File: config.mk
export PLATFORM = sky130hd
export DESIGN_NAME = envelope_follower
export DESIGN_NICKNAME = d
export VERILOG_FILES = /design/src/rtl/envelope_follower_pkg.sv /design/src/rtl/envelope_smoother.sv /design/src/rtl/envelope_follower.sv
export SDC_FILE = /design/constraint.sdc
export NUM_CORES = 1
export LEC_CHECK = 0
export CORE_UTILIZATION = 30
export CTS_CLUSTER_SIZE = 10
export DETAILED_ROUTE_END_ITERATION = 12
export GPL_ROUTABILITY_DRIVEN = 0
export PLACE_DENSITY = 0.56
export SLEW_MARGIN = 5
export SYNTH_ARGS = -nofsm -noshare
export SYNTH_HDL_FRONTEND = slang
export SYNTH_SLANG_ARGS = --single-unit
File: constraint.sdc
create_clock -name clk -period 24 [get_ports clk]
set_clock_uncertainty 0.2 [all_clocks]
set_input_delay 4.8 -clock clk [delete_from_list [all_inputs] [get_ports clk]]
set_output_delay 4.8 -clock clk [all_outputs]
set_load 0.005 [all_outputs]
File: src/rtl/envelope_follower_pkg.sv
// Shared audio definitions: gate states and default control values.
package envelope_follower_pkg;

  typedef enum logic [1:0] {
    CLOSED = 2'd0,
    OPEN   = 2'd1,
    HOLD   = 2'd2
  } gate_state_t;

  localparam int DEFAULT_ATTACK_SHIFT  = 2;
  localparam int DEFAULT_RELEASE_SHIFT = 6;
  localparam int DEFAULT_HOLD_LEN      = 256;

endpackage

File: src/rtl/envelope_smoother.sv
// Full-wave rectifier followed by a one-pole attack/release smoother.
// Two register stages: rectified sample, then smoothed envelope.
module envelope_smoother #(
  parameter int DATA_WIDTH  = 32,
  parameter int SHIFT_WIDTH = 5
) (
  input  logic                   clk,
  input  logic                   rst_n,
  input  logic [DATA_WIDTH-1:0]  i_data,
  input  logic                   i_valid,
  input  logic [SHIFT_WIDTH-1:0] i_attack_shift,
  input  logic [SHIFT_WIDTH-1:0] i_release_shift,
  output logic [DATA_WIDTH-1:0]  o_env,
  output logic                   o_env_valid
);

  localparam logic [DATA_WIDTH-1:0] MOST_NEG = {1'b1, {(DATA_WIDTH-1){1'b0}}};
  localparam logic [DATA_WIDTH-1:0] MAX_POS  = ~MOST_NEG;
  localparam logic [DATA_WIDTH-1:0] ONE      = {{(DATA_WIDTH-1){1'b0}}, 1'b1};

  logic [DATA_WIDTH-1:0] w_rect;
  logic [DATA_WIDTH-1:0] r_rect;
  logic                  r_rect_valid;
  logic [DATA_WIDTH-1:0] r_env;
  logic                  r_env_valid;

  logic [DATA_WIDTH-1:0] w_rise_shr;
  logic [DATA_WIDTH-1:0] w_fall_shr;
  logic [DATA_WIDTH-1:0] w_rise_step;
  logic [DATA_WIDTH-1:0] w_fall_step;
  logic [DATA_WIDTH-1:0] w_env_next;

  // Absolute value; the most negative code has no positive twin, so it saturates.
  always_comb begin
    // NOTE: assign a default before any branch so the block can never infer a latch.
    w_rect = i_data;
    if (i_data[DATA_WIDTH-1]) begin
      if (i_data == MOST_NEG) w_rect = MAX_POS;
      else                    w_rect = ~i_data + ONE;
    end
  end

  // Stage 1: capture the rectified sample; the valid bit follows valid_in every cycle.
  always_ff @(posedge clk or negedge rst_n) begin
    // NOTE: sequential state uses non-blocking assignments only, so every flop samples pre-edge values.
    if (!rst_n) begin
      r_rect       <= '0;
      r_rect_valid <= 1'b0;
    end else begin
      r_rect_valid <= i_valid;
      if (i_valid) r_rect <= w_rect;
    end
  end

  // Step size: shifted difference, floored at 1 so the envelope always converges.
  // A shift of zero yields the full difference, so the envelope lands exactly on rect.
  always_comb begin
    w_rise_shr  = (r_rect - r_env) >> i_attack_shift;
    w_fall_shr  = (r_env - r_rect) >> i_release_shift;
    w_rise_step = (w_rise_shr == '0) ? ONE : w_rise_shr;
    w_fall_step = (w_fall_shr == '0) ? ONE : w_fall_shr;
    w_env_next  = r_env;
    if (r_rect > r_env)      w_env_next = r_env + w_rise_step;
    else if (r_rect < r_env) w_env_next = r_env - w_fall_step;
  end

  // Stage 2: advance the envelope only when a rectified sample is present.
  always_ff @(posedge clk or negedge rst_n) begin
    if (!rst_n) begin
      r_env       <= '0;
      r_env_valid <= 1'b0;
    end else begin
      r_env_valid <= r_rect_valid;
      if (r_rect_valid) r_env <= w_env_next;
    end
  end

  assign o_env       = r_env;
  assign o_env_valid = r_env_valid;

endmodule

File: src/rtl/envelope_follower.sv
// Envelope follower: smoothed amplitude plus a hysteretic, hold-timed note gate.
module envelope_follower
  import envelope_follower_pkg::*;
#(
  parameter int DATA_WIDTH  = 32,
  parameter int SHIFT_WIDTH = 5,
  parameter int HOLD_WIDTH  = 16
) (
  input  logic                   clk,
  input  logic                   rst,
  input  logic [DATA_WIDTH-1:0]  data_in,
  input  logic                   valid_in,
  input  logic [SHIFT_WIDTH-1:0] attack_shift,
  input  logic [SHIFT_WIDTH-1:0] release_shift,
  input  logic [DATA_WIDTH-1:0]  open_thresh,
  input  logic [DATA_WIDTH-1:0]  close_thresh,
  input  logic [HOLD_WIDTH-1:0]  hold_len,
  output logic [DATA_WIDTH-1:0]  env_out,
  output logic                   env_valid,
  output logic                   gate_out
);

  localparam logic [HOLD_WIDTH-1:0] HOLD_ONE = {{(HOLD_WIDTH-1){1'b0}}, 1'b1};

  logic [DATA_WIDTH-1:0] w_env;
  logic                  w_env_valid;
  gate_state_t           r_state;
  gate_state_t           w_state_next;
  logic [HOLD_WIDTH-1:0] r_hold_cnt;
  logic [HOLD_WIDTH-1:0] w_hold_cnt_next;

  envelope_smoother #(
    .DATA_WIDTH  (DATA_WIDTH),
    .SHIFT_WIDTH (SHIFT_WIDTH)
  ) u_smoother (
    .clk             (clk),
    .rst_n           (rst),
    .i_data          (data_in),
    .i_valid         (valid_in),
    .i_attack_shift  (attack_shift),
    .i_release_shift (release_shift),
    .o_env           (w_env),
    .o_env_valid     (w_env_valid)
  );

  // Gate state register and hold counter.
  always_ff @(posedge clk or negedge rst) begin
    if (!rst) begin
      r_state    <= CLOSED;
      r_hold_cnt <= '0;
    end else begin
      r_state    <= w_state_next;
      r_hold_cnt <= w_hold_cnt_next;
    end
  end

  // Next-state logic, evaluated only on envelope strobes using the registered envelope.
  always_comb begin
    w_state_next    = r_state;
    w_hold_cnt_next = r_hold_cnt;
    if (w_env_valid) begin
      unique case (r_state)
        CLOSED: begin
          if (w_env >= open_thresh) w_state_next = OPEN;
        end
        OPEN: begin
          if (w_env < close_thresh) begin
            if (hold_len == '0) begin
              w_state_next = CLOSED;
            end else begin
              w_state_next    = HOLD;
              w_hold_cnt_next = hold_len - HOLD_ONE;
            end
          end
        end
        HOLD: begin
          // Retrigger wins over expiry.
          if (w_env >= open_thresh)   w_state_next = OPEN;
          else if (r_hold_cnt == '0)  w_state_next = CLOSED;
          else                        w_hold_cnt_next = r_hold_cnt - HOLD_ONE;
        end
        default: w_state_next = CLOSED;
      endcase
    end
  end

  assign env_out   = w_env;
  assign env_valid = w_env_valid;
  assign gate_out  = (r_state != CLOSED);

endmodule

== Word level (Yosys, flattened, before mapping) ==
Cells that the tools add are included.

* Bitwise operators: 1
* Reduce and logical (&&, ||, !) cells: 11
* Add/subtract/negate cells: 7
* Order comparisons: 4
* Muxes and demuxes: 17
* Eq/ne operators: 9
* Shift-type cells: 2

{| class="wikitable"
|+ Operators by type and width
! operator !! count
|-
| two-way mux 32 bit || 6
|-
| subtractor 32 bit || 3
|-
| logical NOT 32 bit || 2
|-
| < comparator 32 bit || 2
|-
| two-way mux 16 bit || 4
|-
| >> shifter 32 x 5 -> 32 bit || 2
|-
| adder 32 x 1 -> 32 bit, second input constant || 1
|-
| adder 32 bit || 1
|-
| equality test 32 bit, second input constant || 1
|-
| greater-or-equal comparator 32 bit || 1
|-
| greater-than comparator 32 bit || 1
|-
| logical NOT 16 bit || 2
|-
| inverter 32 bit || 1
|-
| one-hot mux 16 bit (2 select lines) || 1
|-
| subtractor 16 x 1 -> 16 bit, second input constant || 2
|-
| two-way mux 2 bit || 5
|-
| inequality test 2 bit, second input constant || 5
|-
| one-hot mux 2 bit (3 select lines) || 1
|-
| AND reduction 6 bit || 1
|-
| nonzero test 2 bit || 3
|-
| AND reduction 4 bit || 1
|-
| inequality test 3 bit, second input constant || 1
|-
| equality test 2 x 1 -> 1 bit, second input constant || 1
|-
| equality test 2 bit, second input constant || 1
|-
| 2 further kinds || 2
|}

* Bits of input ports: 125
* Logic and storage cells: 57
* Output and inout port bits: 34
* Bits in registers: 84

== Longest topological paths before layout ==
* Depth after elaboration: 7
* Gate-level depth with buffers: 40
* Depth with buffers taken out: 37

== Modules after synthesis ==
A second synthesis with hierarchy kept.

* Cell total of the unflattened synthesis: 2513
* Area, all modules: 17640.7 um^2

{| class="wikitable"
|+ By module, submodules not included
! module !! instances !! area an instance (um^2) !! cells each !! sequential area each (um^2)
|-
| envelope_smoother || 1 || 14592.7 || 2104 || 1651.6
|-
| envelope_follower || 1 || 3047.9 || 409 || 450.4
|}

== Least setup slack after synthesis ==
No wires, ideal clock.

* Path type: input port to flip-flop
* Start: in attack_shift[1]
* End: reg u_smoother.r_env[31] (netlist: u_smoother.o_env[31])
* Data arrival time: 11.496 ns
* Setup time: 0.126 ns
* Stages: 34
* Buffers on the path: 4
* Slack: 12.179 ns
* Required time: 23.674 ns
* Cell sequence: clkbuf_1 > clkbuf_1 > clkbuf_1 > nor3_1 > a211oi_1 > o221ai_1 > o211ai_1 > nand3_1 > a211o_1 > or4b_1 > buf_2 > nor2_1 > a21oi_1 > ha_1 > nand2_1 > nor2_1 > xor2_1 > nand2_1 > o21ai_0 > ha_1 > o2111ai_1 > a311oi_1 > o21a_1 > o31a_1 > o2111ai_1 > nand2_1 > o41a_1 > a21oi_1 > a21oi_1 > a31oi_1 > or4b_2 > o221ai_1 > nor3b_2 > xnor2_1

* Longest elaborated chain between the ends: 5

{| class="wikitable"
|+ RTL lines
! element !! RTL line !! text
|-
| from (decl) || envelope_follower.sv:13 || <nowiki>input logic [SHIFT_WIDTH-1:0] attack_shift,</nowiki>
|-
| >> shifter 32 x 5 -> 32 bit (*) || envelope_smoother.sv:58 || <nowiki>w_rise_shr = (r_rect - r_env) >> i_attack_shift;</nowiki>
|-
| logical NOT 32 bit || envelope_smoother.sv:60 || <nowiki>w_rise_step = (w_rise_shr == '0) ? ONE : w_rise_shr;</nowiki>
|-
| two-way mux 32 bit (*) || envelope_smoother.sv:60 ||
|-
| adder 32 bit (*) || envelope_smoother.sv:63 || <nowiki>if (r_rect > r_env) w_env_next = r_env + w_rise_step;</nowiki>
|-
| two-way mux 32 bit (*) || envelope_smoother.sv:63 ||
|-
| to (signal assigned) || envelope_smoother.sv:74 || <nowiki>if (r_rect_valid) r_env <= w_env_next;</nowiki>
|-
| to (decl) || envelope_smoother.sv:24 || <nowiki>logic [DATA_WIDTH-1:0] r_env;</nowiki>
|}

Mark *: on every way between the ends. The rest lies on a longest branch, timed or not.
A chain may end at the register's enable or synchronous reset.

== Worst setup path after layout ==
Ends and elaborated chain as after synthesis.

==> qor.csv <==
metric,value,unit
final antenna-violating net count,0,
CTS tree,built,
post-synthesis net count,2731,
f_max,0.07070,GHz
WL/cell,23.58,um
Pre-Repair DR Iteration Count,6,
headroom to the max-slew limit,12.83,%
Hold Fails Final Rpt,0,
Max-Cap Viols,0,
first-pass GRT wire length,115600,um
post-cts gate resize count,0,
post-route minimum period,14.14,ns
Mapped Avg Cell Area,7.142,um2
Critical Path AT,14.20,ns
leading area contributor after synthesis,dfrtp_1,
Post-synth top cells,"217 x nand2_1, 206 x o21ai_0, 185 x nor2_1, 179 x a21oi_1, 161 x inv_1",
total grt overflow,0,
Pleak,8.390,nW
peak supply drop,61.37,uV
largest net degree at the start of global routing,66,
leading register cell type out of synthesis,dfrtp_1,
fill count,6095,
DR vias,20253,
CTS H-tree depth,3,
clock slew at reported path FFs,0.08,ns
core box area,57590,um2
"Hold-fix buffers, CTS",0,
ys async rst share,100.0,%
Post-DP HPWL,62270,um
Post-synth EDFFs,0,
Max stage delay on crit path,1.10,ns
postcts setup bufs,0,
Slew @ Worst Pin,1.275,ns
Root Buffer,clkbuf_16,
Max Slew Vio Count,0,
Tightest Hold Check Type,reg2reg,
final core utilization,34.80,%
Final setup viols,0,
vias per cell,6.167,
vias in the first global route,18733,
Remaining DRCs,0,
Post-Place Worst Slack,9.809,ns
CP max-delay cell,a2111oi_0,
sum of negative setup slack,0,ns
top-count cell post-synth,nand2_1,
CTS Buf Count,9,
row count,88,
share of the synthesized area in the top cell type,12.05,%
Layout area overhead,14.87,%
largest cells by area after synthesis,"dfrtp_1 12%, ha_1 11%, o21ai_0 5.9%",
Post-Layout Cell Count,3284,
1st-iter DRT viols,2478,
width of the die,243.2,um
"flops & latches, synth",84,
Critical Path RT,24.06,ns
final WL,77440,um
CTS Sinks,84,
period utilization,58.93,%
die span in y,243.2,um
Initial Utilization,30.30,%
outcome,completed,
clk buf depth,2,
Cells after Synth,2443,
sequential share of the synthesized area,12.05,%
I/O pins,159,
"Top cell by count, worst path",a21oi_1,
worst skew pair latency,0.38,ns
critical path peak fanout,49,
layout cells sized above 1,6.153,%
Ant. Diodes,0,
Post-Syn Area,17450,um2
nets,2802,
full die area,59130,um2
setup slack after layout,9.856,ns
Setup CP Type,in2reg,
Critical Path Sink Type,flip-flop,
RSZ-0062 raised after global routing,false,
GRT Util Overall,25.30,%
pwr dens,161.0,nW/um2
Synth cell types,108,
startpoint types,primary input,
synth warn,0,
hold slack,0.2507,ns
placed insts,3268,
port bufs,158,
initial antenna violation count,0,
## state kept, by name (all words and copies together), names as in the netlist
signal                   cells
u_smoother.r_rect           32
u_smoother.o_env_valid       1
u_smoother.o_env            32
r_state                      2
r_hold_cnt                  16
u_smoother.r_rect_valid      1
## cell type report
class	count	area, um2	area share [%]
Clock inverter	7	81.33	0.4058
Clock buffer	9	225.2	1.124
Tap cell	765	957.2	4.776
Multi-Input combinational cell	2049	14150	70.58
Sequential cell	84	2102	10.49
Inverter	168	630.6	3.146
Timing Repair Buffer	202	1899	9.477
## routing by layer
metal	vias to the layer above	GRT usage, %	wire, um
met3	218	5.042	7555
li1	9262	-	-
met1	9527	33.42	32500
met5	-	0	0
met4	0	11.38	3931
met2	1246	39.52	33460
## worst max-delay path, delay by kind of cell
family                     cells  cell delay, ns
AOI/OAI and AO/OA             14            3.65
xor gates and xnor gates       2            0.30
buffers and inverters          3            1.75
and+or+nand+nor               11            3.11
adders and majority gates      2            0.56
## through the flow
step	cell area [um2]	total power, mW
finish	20040	3.227
global route	20040	3.432
CTS	20040	3.132
detailed placement	19740	2.964
global placement	19740	2.931
floorplan	17450	2.091
## cell families (layout without fill, tap and decap cells)
family / after synthesis / after routing / share of synthesized area, %
and+or+nand+nor: 802 / 802 / 23.33
AOI/OAI and AO/OA: 876 / 876 / 33.79
adders and majority gates: 163 / 163 / 11.82
xor gates and xnor gates: 114 / 114 / 5.722
DFF: 84 / 84 / 12.05
buffers and inverters: 310 / 386 / 6.956
muxes: 94 / 94 / 6.339
## power breakdown
part	internal, mW	switching, mW
registers	0.195	0.0755
clock network	0.0826	0.0695
logic	1.02	1.78
## cells in the final DEF (no fill, tap or decap), types with 61 or more instances in the layout
| cell type | netlist | routed |
|---|---|---|
| nand2_1 | 217 | 217 |
| o21ai_0 | 206 | 206 |
| nor2_1 | 185 | 185 |
| a21oi_1 | 179 | 179 |
| inv_1 | 161 | 161 |
| ha_1 | 160 | 160 |
| clkdlybuf4s50_1 | 0 | 155 |
| dfrtp_1 | 84 | 84 |
| xnor2_1 | 74 | 74 |
| nor3_1 | 70 | 70 |
| a21o_1 | 67 | 67 |
| mux2i_1 | 61 | 61 |
## path summary, 6_finish.rpt
check | slack [ns] | cells past startpoint | end | startpoint
worst max register to register | 12.90 | 36 | u_smoother.o_env[31]$_DFFE_PN0P_ | u_smoother.o_env[2]$_DFFE_PN0P_
worst max-delay path | 9.86 | 32 | u_smoother.o_env[31]$_DFFE_PN0P_ | attack_shift[1]
worst min register to register | 0.25 | 0 | u_smoother.o_env_valid$_DFF_PN0_ | u_smoother.r_rect_valid$_DFF_PN0_
min in group asynchronous | 4.13 | 1 | u_smoother.r_rect[31]$_DFFE_PN0P_ | rst
worst min-delay path | 0.25 | 0 | u_smoother.o_env_valid$_DFF_PN0_ | u_smoother.r_rect_valid$_DFF_PN0_
max in group asynchronous | 18.34 | 2 | u_smoother.o_env[27]$_DFFE_PN0P_ | rst
No activity file was read; power rests on OpenSTA's default activity.
